**src/rtl/alu_exec.sv**
```systemverilog
// Handshaked 32-bit ALU with registered result; variable shifts run 1 bit/cycle in SHIFT.
// Define ALU_FAST_SHIFT_EN to replace the iterative shifter with a single-cycle barrel shifter.

`ifndef ALU_ADD
`define ALU_ADD  4'h0
`define ALU_SUB  4'h1
`define ALU_AND  4'h2
`define ALU_OR   4'h3
`define ALU_XOR  4'h4
`define ALU_NOR  4'h5
`define ALU_SLT  4'h6
`define ALU_SLLV 4'h7
`define ALU_SRLV 4'h8
`define ALU_LU   4'h9
`endif

module alu_exec (
    input  logic        clk,
    input  logic        rst,
    input  logic        in_valid,
    output logic        in_ready,
    input  logic [3:0]  cmd,
    input  logic [31:0] a,
    input  logic [31:0] b,
    output logic        out_valid,
    input  logic        out_ready,
    output logic [31:0] result,
    output logic        zero,
    output logic        overflow,
    output logic        illegal,
    output logic        busy
);

    typedef enum logic [0:0] {StIdle, StShift} state_e;

    state_e      state_q;
    logic [4:0]  cnt_q;
    logic [31:0] work_q;
    logic        dir_right_q;
    logic        out_valid_q;
    logic [31:0] result_q;
    logic        zero_q;
    logic        overflow_q;
    logic        illegal_q;

    logic        accept;
    logic [31:0] sum;
    logic [31:0] diff;
    logic [31:0] alu_res;
    logic        alu_ovf;
    logic        alu_ill;
    logic        is_shift;
    logic        start_shift;
    logic [31:0] work_next;

    assign in_ready  = (state_q == StIdle) && (!out_valid_q || out_ready);
    assign accept    = in_valid && in_ready;
    assign sum       = a + b;
    assign diff      = a - b;
    assign work_next = dir_right_q ? {1'b0, work_q[31:1]} : {work_q[30:0], 1'b0};

    always_comb begin
        alu_res  = '0;
        alu_ovf  = 1'b0;
        alu_ill  = 1'b0;
        is_shift = 1'b0;
        case (cmd)
            `ALU_ADD: begin
                alu_res = sum;
                alu_ovf = (a[31] == b[31]) && (sum[31] != a[31]);
            end
            `ALU_SUB: begin
                alu_res = diff;
                alu_ovf = (a[31] != b[31]) && (diff[31] != a[31]);
            end
            `ALU_AND: alu_res = a & b;
            `ALU_OR:  alu_res = a | b;
            `ALU_XOR: alu_res = a ^ b;
            `ALU_NOR: alu_res = ~(a | b);
            `ALU_SLT: alu_res = {31'b0, ($signed(a) < $signed(b))};
            `ALU_LU:  alu_res = {b[15:0], 16'h0000};
`ifdef ALU_FAST_SHIFT_EN
            `ALU_SLLV: begin
                alu_res  = b << a[4:0];
                is_shift = 1'b1;
            end
            `ALU_SRLV: begin
                alu_res  = b >> a[4:0];
                is_shift = 1'b1;
            end
`else
            // Only the zero-amount case completes here; longer shifts go through SHIFT.
            `ALU_SLLV: begin
                alu_res  = b;
                is_shift = 1'b1;
            end
            `ALU_SRLV: begin
                alu_res  = b;
                is_shift = 1'b1;
            end
`endif
            default: alu_ill = 1'b1;
        endcase
    end

`ifdef ALU_FAST_SHIFT_EN
    assign start_shift = 1'b0;
`else
    assign start_shift = is_shift && (a[4:0] != 5'd0);
`endif

    always_ff @(posedge clk or posedge rst) begin
        if (rst) begin
            state_q     <= StIdle;
            cnt_q       <= '0;
            work_q      <= '0;
            dir_right_q <= 1'b0;
            out_valid_q <= 1'b0;
            result_q    <= '0;
            zero_q      <= 1'b0;
            overflow_q  <= 1'b0;
            illegal_q   <= 1'b0;
        end else begin
            case (state_q)
                StIdle: begin
                    if (accept && start_shift) begin
                        state_q     <= StShift;
                        cnt_q       <= a[4:0];
                        work_q      <= b;
                        dir_right_q <= (cmd == `ALU_SRLV);
                        out_valid_q <= 1'b0;
                    end else if (accept) begin
                        result_q    <= alu_res;
                        zero_q      <= (alu_res == 32'd0);
                        overflow_q  <= alu_ovf;
                        illegal_q   <= alu_ill;
                        out_valid_q <= 1'b1;
                    end else if (out_ready) begin
                        out_valid_q <= 1'b0;
                    end
                end
                StShift: begin
                    work_q <= work_next;
                    cnt_q  <= cnt_q - 5'd1;
                    // Last step: the counter reaches zero on this edge.
                    if (cnt_q == 5'd1) begin
                        state_q     <= StIdle;
                        result_q    <= work_next;
                        zero_q      <= (work_next == 32'd0);
                        overflow_q  <= 1'b0;
                        illegal_q   <= 1'b0;
                        out_valid_q <= 1'b1;
                    end
                end
                default: state_q <= StIdle;
            endcase
        end
    end

    assign out_valid = out_valid_q;
    assign result    = result_q;
    assign zero      = zero_q;
    assign overflow  = overflow_q;
    assign illegal   = illegal_q;
    assign busy      = (state_q == StShift);

endmodule

```
**config.mk**
```make
export PLATFORM = sky130hd
export DESIGN_NAME = alu_exec
export DESIGN_NICKNAME = d
export VERILOG_FILES = /design/src/rtl/alu_exec.sv
export SDC_FILE = /design/constraint.sdc
export NUM_CORES = 1
export LEC_CHECK = 0
export BUFFER_PORTS_ARGS = -buffer_cell sky130_fd_sc_hd__buf_2
export CAP_MARGIN = 20
export CORE_MARGIN = 4
export CORE_UTILIZATION = 50
export DETAILED_ROUTE_END_ITERATION = 12
export PLACE_DENSITY_LB_ADDON = 0.08
export SYNTH_ARGS = -nofsm -noshare
export SYNTH_HDL_FRONTEND = slang
export SYNTH_SLANG_ARGS = --single-unit
```
**constraint.sdc**
```tcl
create_clock -name clk -period 4.4 [get_ports clk]
set_input_delay 0.88 -clock clk [delete_from_list [all_inputs] [get_ports clk]]
set_output_delay 0.88 -clock clk [all_outputs]
set_load 0.02 [all_outputs]
```
==> results.cfg <==
[route]
drtIter0Drc = 1631
routed_wl_mm = 45.56
postRouteAntennaNets = 0
vias = 12200
drc = 0
post_drt_wl_per_cell_um = 24.79
firstDrtPassIters = 6
drt-vias-per-instance = 6.635

[synthesis]
yosys.area.top_type = dfrtp_1
syn_inst = 1373
async_flop_share_pct = 100.0
ys_top_cells_by_area = dfrtp_1 (18%), ha_1 (11%), nand2_1 (5.2%), a21oi_1 (4.9%), nor2_1 (3.9%)
synth_edf_count = 0
yosysTopAreaCellShare_pct = 17.57
synth_seq_cells = 75
yosysMostFrequentCell = nand2_1
synth_seq_area_share_pct = 17.57
synthTopCellsByCount = nand2_1 (148), nor2_1 (110), a21oi_1 (105)
yosysUniqueCellTypes = 116
synth_warnings = 0
syn_area_um2 = 10680
avgSynthCellArea_um2 = 7.780
syn_nets = 1545
synth_ff_type = dfrtp_1

[clock_tree]
ctsHoldBuffers = 0
clock_tree.buffer_depth = 2
root_buffer = clkbuf_16
ctsResizeCount = 0
clkTransAtPathRegs_ps = 60
numCtsBuffers = 9
cts_setup_buffers = 0
clock_latency_ps = 330
h-tree-depth = 3
clock-sinks = 75
tritoncts = built

[setup_path]
crit_start = b[8]
cp-endpoint = zero$_DFFE_PP0P_
r2r_cells = 11
start_kind = input port
critPathBufInv = 4
path_max_fanout = 10
crit_family = compound AO/OA/AOI/OAI gates
critPathMaxStageDelay_ps = 510
r2r_slack_ps = 1490
cp.depth = 15
cp_cell_sequence = buf_2 -> inv_1 -> ha_1 -> inv_2 -> a21oi_1 -> o221ai_1 -> nor3_2 -> a21boi_1 -> and4_1 -> o41ai_1 -> buf_4 -> nand3_1 -> nor4_2 -> nand4_1 -> o21ai_1
worstPathArrival_ps = 4350
slowest_stage = ha_1
r2r_end = zero$_DFFE_PP0P_
rr_startpoint = busy$_DFF_PP0_
critPathKind = input port to register
endpoint_kind = register
required_ps = 4660

[sta]
tns_ps = 0
fin_crit_ps = 4089
setup_viol = 0
hold_viol = 0
setup_ws_ps = 310.5
finalClockSkew_ps = 5.471
slew_violations = 0
post-route-period-util_pct = 92.94
holdWs_ps = 459.1
worst_pin_slew_ps = 931.1
slew_headroom_pct = 37.46
fmax_ghz = 0.2445
rsz0062_at_grt = false

[floorplan]
coreArea_um2 = 21020
die_h_um = 154.2
dieArea_um2 = 23770
initial_core_util_pct = 50.81
io-pin-count = 110
row_count = 53
chipWidth_um = 154.2

[placement]
post-place-cells = 1821
place_congestion = 1.048
dp_slack_ps = 93.77
dpl.hpwl_mm = 36.59
port_buffers = 109

[grt]
globalRoute.totalOverflow = 0
grt_util_all_layers_pct = 37.47
grt_max_degree = 65
antenna_found_initial = 0
grt_pass1_wl_mm = 70.11
grt_pass1_vias = 11800

[cells_and_area]
fillers = 2016
final_cells = 1838
fin_nets = 1730
diodes = 0
synthToLayoutAreaGrowth_pct = 17.38
drive_above_1_share_pct = 24.12

[worst_hold_path]
hold_path_class = register to register

[power_and_ir_drop]
ir_worst_vdd_uv = 324.0
p_leak_nw = 5.861
power.density_nw_per_um2 = 356.4

[job]
maxCapViolCount = 0

[run_status]
status = completed
-- worst min-delay path, stage by stage, from the launching register on --
cell     delay (ps)
dfrtp_1         340
nand2_1          50
nand2_1          40
-- metal layers --
| metal | wire length (um) | global-route usage (%) |
|---|---|---|
| met5 | 0 | 0 |
| met4 | 2887 | 18.92 |
| met3 | 4303 | 6.220 |
| met2 | 20150 | 59.28 |
| met1 | 18220 | 49.40 |
-- sequential cells by signal, summed over array words and instances (netlist names) --
name         cells
out_valid        1
zero             1
work_q          32
busy             1
dir_right_q      1
overflow         1
cnt_q            5
illegal          1
result          32
-- logic make-up after synthesis --
logic type	share of synthesized area, %
AOI/OAI and AO/OA	33.91
and+or+nand+nor	22.91
buffers and inverters	8.856
adders and majority gates	11.85
DFF	17.57
muxes	4.568
xor gates and xnor gates	0.3280
-- per-stage QoR --
stage / cell area (um2) / util (%) / power (mW)
2_1_floorplan: 10680 / - / 2.839
3_3_place_gp: 12250 / 58.25 / 3.692
3_5_place_dp: 12250 / 58.25 / 3.717
4_1_cts: 12530 / 59.59 / 4.423
5_1_grt: 12540 / 59.65 / 4.755
6_report: 12540 / 59.65 / 4.469
-- where the power goes --
group          leakage [nW]  internal, mW  switching (mW)  total (mW)
combinational          4.76          1.01            1.54        2.55
clock                 0.135         0.411           0.286       0.697
sequential            0.961         0.964           0.257        1.22
-- placed cells by master (no fill, tap or decap), types with 19 or more instances in the layout --
master / n
nand3_1: 33
nor3_1: 27
dfrtp_1: 75
inv_1: 99
a221o_1: 21
buf_2: 109
ha_1: 98
mux2i_1: 33
nand2_1: 148
nand4_1: 19
and3_1: 20
buf_4: 155
o21ai_0: 71
a21oi_1: 105
nor2_1: 109
o221ai_1: 21
-- layout make-up --
class	instances	area, um2	area share [%]
clock buffer	12	256.5	2.046
clock inverter	4	25.02	0.1996
inverter	104	396.6	3.163
multi-input combinational	1101	7879	62.84
sequential	75	1877	14.97
tap	275	344.1	2.744
timing repair buffer	267	1760	14.04
-- how the worst min path moves through the flow --
stage	start	end	slack, ps	cells after the start
finish	result[11]$_DFFE_PP0P_	result[11]$_DFFE_PP0P_	460	2
floorplan	cnt_q[2]$_DFFE_PP0N_	cnt_q[2]$_DFFE_PP0N_	460	1
global route	result[27]$_DFFE_PP0P_	result[27]$_DFFE_PP0P_	500	2
global placement	result[11]$_DFFE_PP0P_	result[11]$_DFFE_PP0P_	450	2
CTS	result[11]$_DFFE_PP0P_	result[11]$_DFFE_PP0P_	460	2
detailed placement	result[11]$_DFFE_PP0P_	result[11]$_DFFE_PP0P_	450	2
Note: power is estimated with default switching activity, not from simulation.
